$ cat config.mk
export PLATFORM = sky130hd
export DESIGN_NAME = imem_loader_flat
export DESIGN_NICKNAME = d
export VERILOG_FILES = /design/src/rtl/imem_loader_if.sv /design/src/rtl/imem_loader.sv /design/src/flat_wrapper.sv
export SDC_FILE = /design/constraint.sdc
export NUM_CORES = 1
export LEC_CHECK = 0
export CAP_MARGIN = 0
export CORE_MARGIN = 2
export CORE_UTILIZATION = 50
export DETAILED_ROUTE_END_ITERATION = 6
export GPL_TIMING_DRIVEN = 0
export PLACE_DENSITY = 0.74
export REMOVE_ABC_BUFFERS = 1
export SLEW_MARGIN = 20
export SYNTH_ARGS = -nofsm -noshare
export SYNTH_HDL_FRONTEND = slang
export SYNTH_SLANG_ARGS = --single-unit
export TNS_END_PERCENT = 10
$ cat constraint.sdc
create_clock -name clk -period 4.73 [get_ports clk]
set_input_delay 0.473 -clock clk [delete_from_list [all_inputs] [get_ports clk]]
set_output_delay 0.473 -clock clk [all_outputs]
set_load 0.02 [all_outputs]
$ cat src/rtl/imem_loader_if.sv
// Byte-stream, instruction-memory write and status signals of the imem loader.
// The loader takes the slave modport; whoever feeds it a program takes the master modport.
interface imem_loader_if #(
    parameter int ADDR_W = 6,
    parameter int DATA_W = 32
);
    logic              load_start;
    logic [7:0]        rx_data;
    logic              rx_valid;
    logic              rx_ready;
    logic              mem_we;
    logic [ADDR_W-1:0] mem_addr;
    logic [DATA_W-1:0] mem_wdata;
    logic              cpu_reset;
    logic              busy;
    logic              done;
    logic              err;

    modport master (
        output load_start, rx_data, rx_valid,
        input  rx_ready, mem_we, mem_addr, mem_wdata, cpu_reset, busy, done, err
    );

    modport slave (
        input  load_start, rx_data, rx_valid,
        output rx_ready, mem_we, mem_addr, mem_wdata, cpu_reset, busy, done, err
    );
endinterface

$ cat src/rtl/imem_loader.sv
// Loads a byte-streamed program into the instruction memory (count byte, MSB-first
// data words, XOR checksum byte) while holding the core in reset.
module imem_loader #(
    parameter int DEPTH  = 64,
    parameter int ADDR_W = $clog2(DEPTH),
    parameter int DATA_W = 32
) (
    input  logic          clk,
    input  logic          reset,
    imem_loader_if.slave  bus
);
    localparam int BYTES = DATA_W / 8;
    localparam int CNT_W = $clog2(BYTES);
    localparam logic [CNT_W-1:0] LAST_BYTE = CNT_W'(BYTES - 1);

    typedef enum logic [2:0] {
        S_IDLE, S_COUNT, S_DATA, S_WRITE, S_CHECK, S_DONE
    } state_t;

    state_t            state;
    logic [ADDR_W-1:0] index;
    logic [ADDR_W:0]   count;
    logic [CNT_W-1:0]  byte_cnt;
    logic [DATA_W-1:0] shreg;
    logic [7:0]        chksum;

    logic              take;
    logic [8:0]        n_rx;
    logic [ADDR_W:0]   index_inc;
    logic [DATA_W-1:0] word_next;

    // NOTE: every variable written in this always_comb gets a value on every path, so no latch is inferred.
    always_comb begin
        take      = bus.rx_valid && bus.rx_ready;
        n_rx      = (bus.rx_data == 8'd0) ? 9'(DEPTH) : {1'b0, bus.rx_data};
        index_inc = {1'b0, index} + (ADDR_W + 1)'(1);
        word_next = {shreg[DATA_W-9:0], bus.rx_data};
    end

    // NOTE: all state uses non-blocking assignments so every register samples pre-edge values.
    always_ff @(posedge clk or posedge reset) begin
        if (reset) begin
            state         <= S_IDLE;
            index         <= '0;
            count         <= '0;
            byte_cnt      <= '0;
            shreg         <= '0;
            chksum        <= '0;
            bus.rx_ready  <= 1'b0;
            bus.mem_we    <= 1'b0;
            bus.mem_addr  <= '0;
            bus.mem_wdata <= '0;
            bus.cpu_reset <= 1'b0;
            bus.busy      <= 1'b0;
            bus.done      <= 1'b0;
            bus.err       <= 1'b0;
        end else begin
            bus.mem_we <= 1'b0;
            case (state)
                S_IDLE, S_DONE: begin
                    if (bus.load_start) begin
                        state         <= S_COUNT;
                        index         <= '0;
                        byte_cnt      <= '0;
                        chksum        <= '0;
                        bus.rx_ready  <= 1'b1;
                        bus.busy      <= 1'b1;
                        bus.cpu_reset <= 1'b1;
                        bus.done      <= 1'b0;
                        bus.err       <= 1'b0;
                    end
                end
                S_COUNT: begin
                    if (take) begin
                        if (n_rx > 9'(DEPTH)) begin
                            // Oversized program: finish at once without touching memory.
                            state         <= S_DONE;
                            bus.rx_ready  <= 1'b0;
                            bus.busy      <= 1'b0;
                            bus.cpu_reset <= 1'b0;
                            bus.done      <= 1'b1;
                            bus.err       <= 1'b1;
                        end else begin
                            count <= n_rx[ADDR_W:0];
                            state <= S_DATA;
                        end
                    end
                end
                S_DATA: begin
                    if (take) begin
                        shreg  <= word_next;
                        chksum <= chksum ^ bus.rx_data;
                        if (byte_cnt == LAST_BYTE) begin
                            byte_cnt      <= '0;
                            state         <= S_WRITE;
                            bus.rx_ready  <= 1'b0;
                            bus.mem_we    <= 1'b1;
                            bus.mem_addr  <= index;
                            bus.mem_wdata <= word_next;
                        end else begin
                            byte_cnt <= byte_cnt + CNT_W'(1);
                        end
                    end
                end
                S_WRITE: begin
                    index        <= index_inc[ADDR_W-1:0];
                    bus.rx_ready <= 1'b1;
                    state        <= (index_inc == count) ? S_CHECK : S_DATA;
                end
                S_CHECK: begin
                    if (take) begin
                        state         <= S_DONE;
                        bus.rx_ready  <= 1'b0;
                        bus.busy      <= 1'b0;
                        bus.cpu_reset <= 1'b0;
                        bus.done      <= 1'b1;
                        bus.err       <= (bus.rx_data != chksum);
                    end
                end
                default: state <= S_IDLE;
            endcase
        end
    end
endmodule
$ cat src/flat_wrapper.sv
// flat-port wrapper written by rule: the top's interface ports become plain ports
module imem_loader_flat 
#(
    parameter int DEPTH  = 64,
    parameter int ADDR_W = $clog2(DEPTH),
    parameter int DATA_W = 32
)
  (clk, reset, bus_load_start, bus_rx_data, bus_rx_valid, bus_rx_ready, bus_mem_we, bus_mem_addr, bus_mem_wdata, bus_cpu_reset, bus_busy, bus_done, bus_err);
  imem_loader_if #(.ADDR_W(ADDR_W), .DATA_W(DATA_W)) bus_i ();
  input  logic clk;
  input  logic reset;
  input wire logic [$bits(bus_i.load_start)-1:0] bus_load_start;
  input wire logic [$bits(bus_i.rx_data)-1:0] bus_rx_data;
  input wire logic [$bits(bus_i.rx_valid)-1:0] bus_rx_valid;
  output wire logic [$bits(bus_i.rx_ready)-1:0] bus_rx_ready;
  output wire logic [$bits(bus_i.mem_we)-1:0] bus_mem_we;
  output wire logic [$bits(bus_i.mem_addr)-1:0] bus_mem_addr;
  output wire logic [$bits(bus_i.mem_wdata)-1:0] bus_mem_wdata;
  output wire logic [$bits(bus_i.cpu_reset)-1:0] bus_cpu_reset;
  output wire logic [$bits(bus_i.busy)-1:0] bus_busy;
  output wire logic [$bits(bus_i.done)-1:0] bus_done;
  output wire logic [$bits(bus_i.err)-1:0] bus_err;
  assign bus_i.load_start = bus_load_start;
  assign bus_i.rx_data = bus_rx_data;
  assign bus_i.rx_valid = bus_rx_valid;
  assign bus_rx_ready = bus_i.rx_ready;
  assign bus_mem_we = bus_i.mem_we;
  assign bus_mem_addr = bus_i.mem_addr;
  assign bus_mem_wdata = bus_i.mem_wdata;
  assign bus_cpu_reset = bus_i.cpu_reset;
  assign bus_busy = bus_i.busy;
  assign bus_done = bus_i.done;
  assign bus_err = bus_i.err;
  imem_loader #(.DEPTH(DEPTH), .ADDR_W(ADDR_W), .DATA_W(DATA_W)) u_core (.clk(clk), .reset(reset), .bus(bus_i));
endmodule
Word level (Yosys, flattened, before mapping)

Index checks and enable logic that the tools add are counted.

$lt $le $gt $ge: 1
Bitwise gates (word level): 2
Eq/ne operators: 14
Add/sub/neg operators: 2
Mux-type cells: 36
Reductions and logical operators: 16

Operators with widths:

| operator              | number |
|---|---|
| $mux W8               | 3 |
| $mux W3               | 7 |
| $pmux W8 S2           | 1 |
| $pmux W3 S5           | 1 |
| $mux W1               | 14 |
| $pmux W6 S2           | 1 |
| $ne A2 B1 Y1 const B  | 5 |
| $reduce_and A5 Y1     | 2 |
| $gt A9 B7 Y1 const B  | 1 |
| $pmux W1 S3           | 3 |
| $reduce_and A3 Y1     | 3 |
| $logic_not A8 Y1      | 1 |
| $ne A8 B8 Y1          | 1 |
| $xor A8 B8 Y8         | 1 |
| $add A6 B1 Y7 const B | 1 |
| $eq A7 B7 Y1          | 1 |
| $reduce_and A7 Y1     | 1 |
| $eq A3 B2 Y1 const B  | 2 |
| $eq A3 B3 Y1 const B  | 2 |
| $mux W2               | 3 |
| $mux W6               | 1 |
| $pmux W1 S5           | 1 |
| $reduce_bool A5 Y1    | 1 |
| $pmux W2 S2           | 1 |
| 11 further kinds      | 13 |

Register bits: 93
Output and inout bits: 44
Input port bits: 12
Word-level logic and storage cells: 84

Longest topological paths before layout

Depth after elaboration: 6
Mapped depth: 8
Gate-level depth less buffers: 6

Worst setup path before layout

No wires, ideal clock.

Kind: input -> register
Start point: input bus_rx_data[7]
End point: register u_core.count[0]
Data arrival time: 1.647 ns
Slack: 2.958 ns
Buffers on the path: 0
Stages: 4
Data required time: 4.605 ns
Library setup time: 0.125 ns
Path through: nor4_1 -> a21oi_2 -> nor3_4 -> mux2_2

Cells in the longest elaborated chain, start to end: 5

RTL lines:

| item                               | RTL line           | RTL |
|---|---|---|
| start: declaration                 | flat_wrapper.sv:13 | `input wire logic [$bits(bus_i.rx_data)-1:0] bus_rx_data;` |
| $logic_not A8 Y1                   | imem_loader.sv:35  | `n_rx = (bus.rx_data == 8'd0) ? 9'(DEPTH) : {1'b0, bus.rx_data};` |
| $mux W8 (*)                        | imem_loader.sv:35  |  |
| $gt A9 B7 Y1                       | imem_loader.sv:75  | `if (n_rx > 9'(DEPTH)) begin` |
| $not A1 Y1 (no source line)        | n/a                |  |
| $reduce_and A3 Y1 (no source line) | n/a                |  |
| end signal: assignment             | imem_loader.sv:84  | `count <= n_rx[ADDR_W:0];` |
| end: declaration                   | imem_loader.sv:22  | `logic [ADDR_W:0] count;` |

Every way passes the cells marked *; elsewhere a longest branch is shown, timed or not.
A chain may end at the register's enable or synchronous reset.

Final worst setup path

Start point: register u_core.state[0]
End point: register u_core.bus.mem_wdata[4]

Cells in the longest elaborated chain, start to end: 2

RTL lines:

| item                               | RTL line             | RTL |
|---|---|---|
| start: declaration                 | imem_loader.sv:20    | `state_t state;` |
| start signal: assignment           | imem_loader.sv:108   | `state <= (index_inc == count) ? S_CHECK : S_DATA;` |
| $eq A3 B2 Y1                       | imem_loader.sv:59    | `case (state)` |
| $reduce_and A3 Y1 (no source line) | n/a                  |  |
| end signal: assignment             | imem_loader.sv:99    | `bus.mem_wdata <= word_next;` |
| end: declaration                   | imem_loader_if.sv:26 | `output rx_ready, mem_we, mem_addr, mem_wdata, cpu_reset, busy, done, err` |

Every way passes these cells.

==> results.txt <==
Fin. Hold Viols = 0
Critical Path RT = 4.97 ns
Placed Area = 0.00476 mm^2
Post-synth EDFFs = 0
CTS H-tree depth = 3
Met2 usage = 28.9%
Antenna diodes = 0
Yosys Warn Count = 0
Register area share after synthesis = 56.5%
Total power = 1.33 mW
DR WL/cell = 14.6 um
Final WL = 7700 um
Clk buf depth = 2
Met1 usage in global routing = 26.8%
Final net count = 431
Slowest cell on crit path = dfrtp_1
Cell count of the worst reg-to-reg path = 6
CTS Root Cell = clkbuf_8
Multi-input combinational cell area = 0.00167 mm^2
Final core occ = 61.1%
IO Pins = 56
# fillers = 699
Pwr Density = 269 mW/mm^2
Worst slew pin tran = 1.06 ns
Synthesized flop and latch total = 93
Post-CTS setup buffers = 0
Largest net degree at the start of global routing = 66
Final instance area = 0.00494 mm^2
IO buf count = 55
Leakage power figure = 2.43 nW
Worst Hold Class = in -> async
Drt drc = 0
Sink Count = 93
Worst setup EP type = flip-flop
Total gr overflow = 0
Initial drt markers = 166
Slew HR = 29.2%
Async SR Flop Fraction = 100%
CP endpoint = u_core.bus.mem_wdata[4]$_DFFE_PP0P_
Crit Path Class = reg -> reg
CTS clk-pin slew, worst paths = 0.09 ns
Die Ht = 94.8 um
Register area = 0.00233 mm^2
Number of CTS-inserted buffers = 9
Vias in the first global route = 2,674
Die width = 94.8 um
Reg2reg start = u_core.state[0]$_DFFE_PP0P_
Routed Antenna Nets = 0
Non-Filler Instances = 527
Period minus WS final = 2.27 ns
Worst path cell trace = nor2_4, nand2_4, nor2_8, nand2_2, buf_12, mux2_2
Period utilization = 47.9%
Worst clock skew = 0.00714 ns
Startpoint class of the critical path = flip-flop
Slowest stage delay, CP = 0.55 ns
Total Neg Setup Slack = 0 ns
Initial antenna violation count = 0
Routing usage on met3 = 3.27%
Fmax = 441 MHz
Synth cell types = 51
Mapped Area = 0.00412 mm^2
Gr busiest metal = met2
Pre-antenna DRT Iters = 4
CP Launch Point = u_core.state[0]$_DFFE_PP0P_
Cell row count = 33
Final setup viols = 0
MaxCap Viol Count = 0
R2R Setup Slk = 2.46 ns
GRT Overall Usage = 18.9%
Synth Area per Inst = 11.3 um^2
Clk_lat worst skew = 0.36 ns
Placed cell count = 511
Routed via count = 2,799
Gpl congestion = 0.829
Post-Synthesis Cells = 364
Vias per cell = 5.31
Dpl hpwl = 5240 um
Starting Density = 50.9%
First-pass GRT wire length = 13,100 um
Core Footprint = 0.00809 mm^2
Post-cts sizing count = 0
Final worst slack = 2.46 ns
Status = complete, no violations
Share of layout cells above drive strength 1 = 18.5%
Crit path arrival time = 2.51 ns
Worst-path fanout max = 31
CTS tree = built
RSZ-0062 raised after global routing = no
Die area = 0.00899 mm^2
Synth-to-Final Area Change = 19.9%
Peak VDD IR = 0.154 mV
Pre-CTS setup slack = 2.14 ns
Final Slew Violations = 0
Main synth FF type = dfrtp_1
WHS = 0.447 ns
Cts hold-fix bufs = 0
Reg-to-Reg End = u_core.bus.mem_wdata[4]$_DFFE_PP0P_
[cell type report]
type	instances	area share, %
inverter	6	0.557
tap	105	2.66
clock inverter	5	0.861
timing repair buffer	57	12.1
multi-input combinational	250	33.9
sequential	93	47.1
clock buffer	11	2.86
[synthesized netlist by cell type, types with 2 or more instances]
master	instances	share of area, %
a211oi_1	2	0.36
a21oi_1	5	0.61
and2_1	2	0.30
and3_1	2	0.30
buf_2	3	0.36
buf_6	5	1.4
clkbuf_1	6	0.55
dfrtp_1	93	56
ha_1	2	0.61
inv_1	6	0.55
mux2_2	44	12
nand2_1	83	7.6
nand3_1	7	0.85
nor2_1	16	1.5
nor2_4	2	0.55
nor2b_1	3	0.46
nor3_1	2	0.24
nor4_1	3	0.46
o21a_1	2	0.36
o21ai_0	26	3.2
o31ai_1	4	0.73
or3_4	2	0.55
xnor2_1	12	2.6
xor2_1	5	1.1
[logic make-up (layout without fill, tap and decap cells)]
logic type	after synthesis	after routing	share of synthesized area [%]
adder cells (fa/ha/maj)	2	2	0.607
flip-flops	93	93	56.5
buffers and inverters	21	79	3.01
AND/OR/NAND/NOR	133	133	15.3
XOR/XNOR	18	18	4.28
multiplexers	45	45	12.3
AO/OA/AOI/OAI	52	52	8.01
[state kept, by name, indices dropped and copies added (netlist names)]
signal / count
u_core.bus.busy: 1
u_core.bus.err: 1
u_core.byte_cnt: 2
u_core.bus.rx_ready: 1
u_core.bus.mem_addr: 6
u_core.shreg: 24
u_core.index: 6
u_core.chksum: 8
u_core.bus.done: 1
u_core.count: 7
u_core.bus.mem_we: 1
u_core.bus.mem_wdata: 32
u_core.state: 3
[layout by cell type, fill, tap and decap left out, types with 2 or more instances in the layout]
cell type | synthesis | final
clkdlybuf4s50_1 | 0 | 55
clkbuf_8 | 0 | 10
nor4_1 | 3 | 3
inv_1 | 6 | 5
and3_1 | 2 | 2
a21oi_1 | 5 | 5
xnor2_1 | 12 | 12
nor2_1 | 16 | 16
o21ai_0 | 26 | 26
or3_4 | 2 | 2
nand2_2 | 1 | 2
and2_1 | 2 | 2
nand2_1 | 83 | 82
o31ai_1 | 4 | 4
nand3_1 | 7 | 7
clkinv_4 | 0 | 2
mux2_2 | 44 | 44
nor2_4 | 2 | 2
ha_1 | 2 | 2
a211oi_1 | 2 | 2
dfrtp_1 | 93 | 93
inv_6 | 0 | 3
nor2b_1 | 3 | 3
nor3_1 | 2 | 2
xor2_1 | 5 | 5
o21a_1 | 2 | 2
[worst min-delay path by stage]
stage                                            start                            endpoint  slack, ns  depth (start not counted)
after floorplan           u_core.shreg[16]$_DFFE_PP0P_        u_core.shreg[16]$_DFFE_PP0P_       0.44                          2
after global placement    u_core.shreg[19]$_DFFE_PP0P_        u_core.shreg[19]$_DFFE_PP0P_       0.46                          2
after detailed placement  u_core.shreg[17]$_DFFE_PP0P_        u_core.shreg[17]$_DFFE_PP0P_       0.46                          2
after CTS                                        reset  u_core.bus.mem_addr[0]$_DFFE_PP0P_       0.45                          2
after global routing                             reset  u_core.bus.mem_addr[0]$_DFFE_PP0P_       0.48                          2
final                                            reset         u_core.index[0]$_DFFE_PP0P_       0.45                          2
[per-layer routing]
layer / wire length [um] / vias to the layer above
met2: 3640 / 60
met4: 155 / 0
met3: 244 / 14
met1: 3660 / 1380
met5: 0 / -
li1: - / 1345
[power by group]
group	internal [mW]	switching [mW]	total, mW
clock network	0.211	0.282	0.494
registers	0.794	0	0.794
logic	0.0145	0.0271	0.0416
[worst max-delay path, delay by kind of cell, from the launching register on]
kind,cells,cell delay [ns]
buffers and inverters,1,0.25
AND/OR/NAND/NOR,4,1.04
flip-flops,1,0.55
multiplexers,1,0.29
No activity file was read; power rests on OpenSTA's default activity.
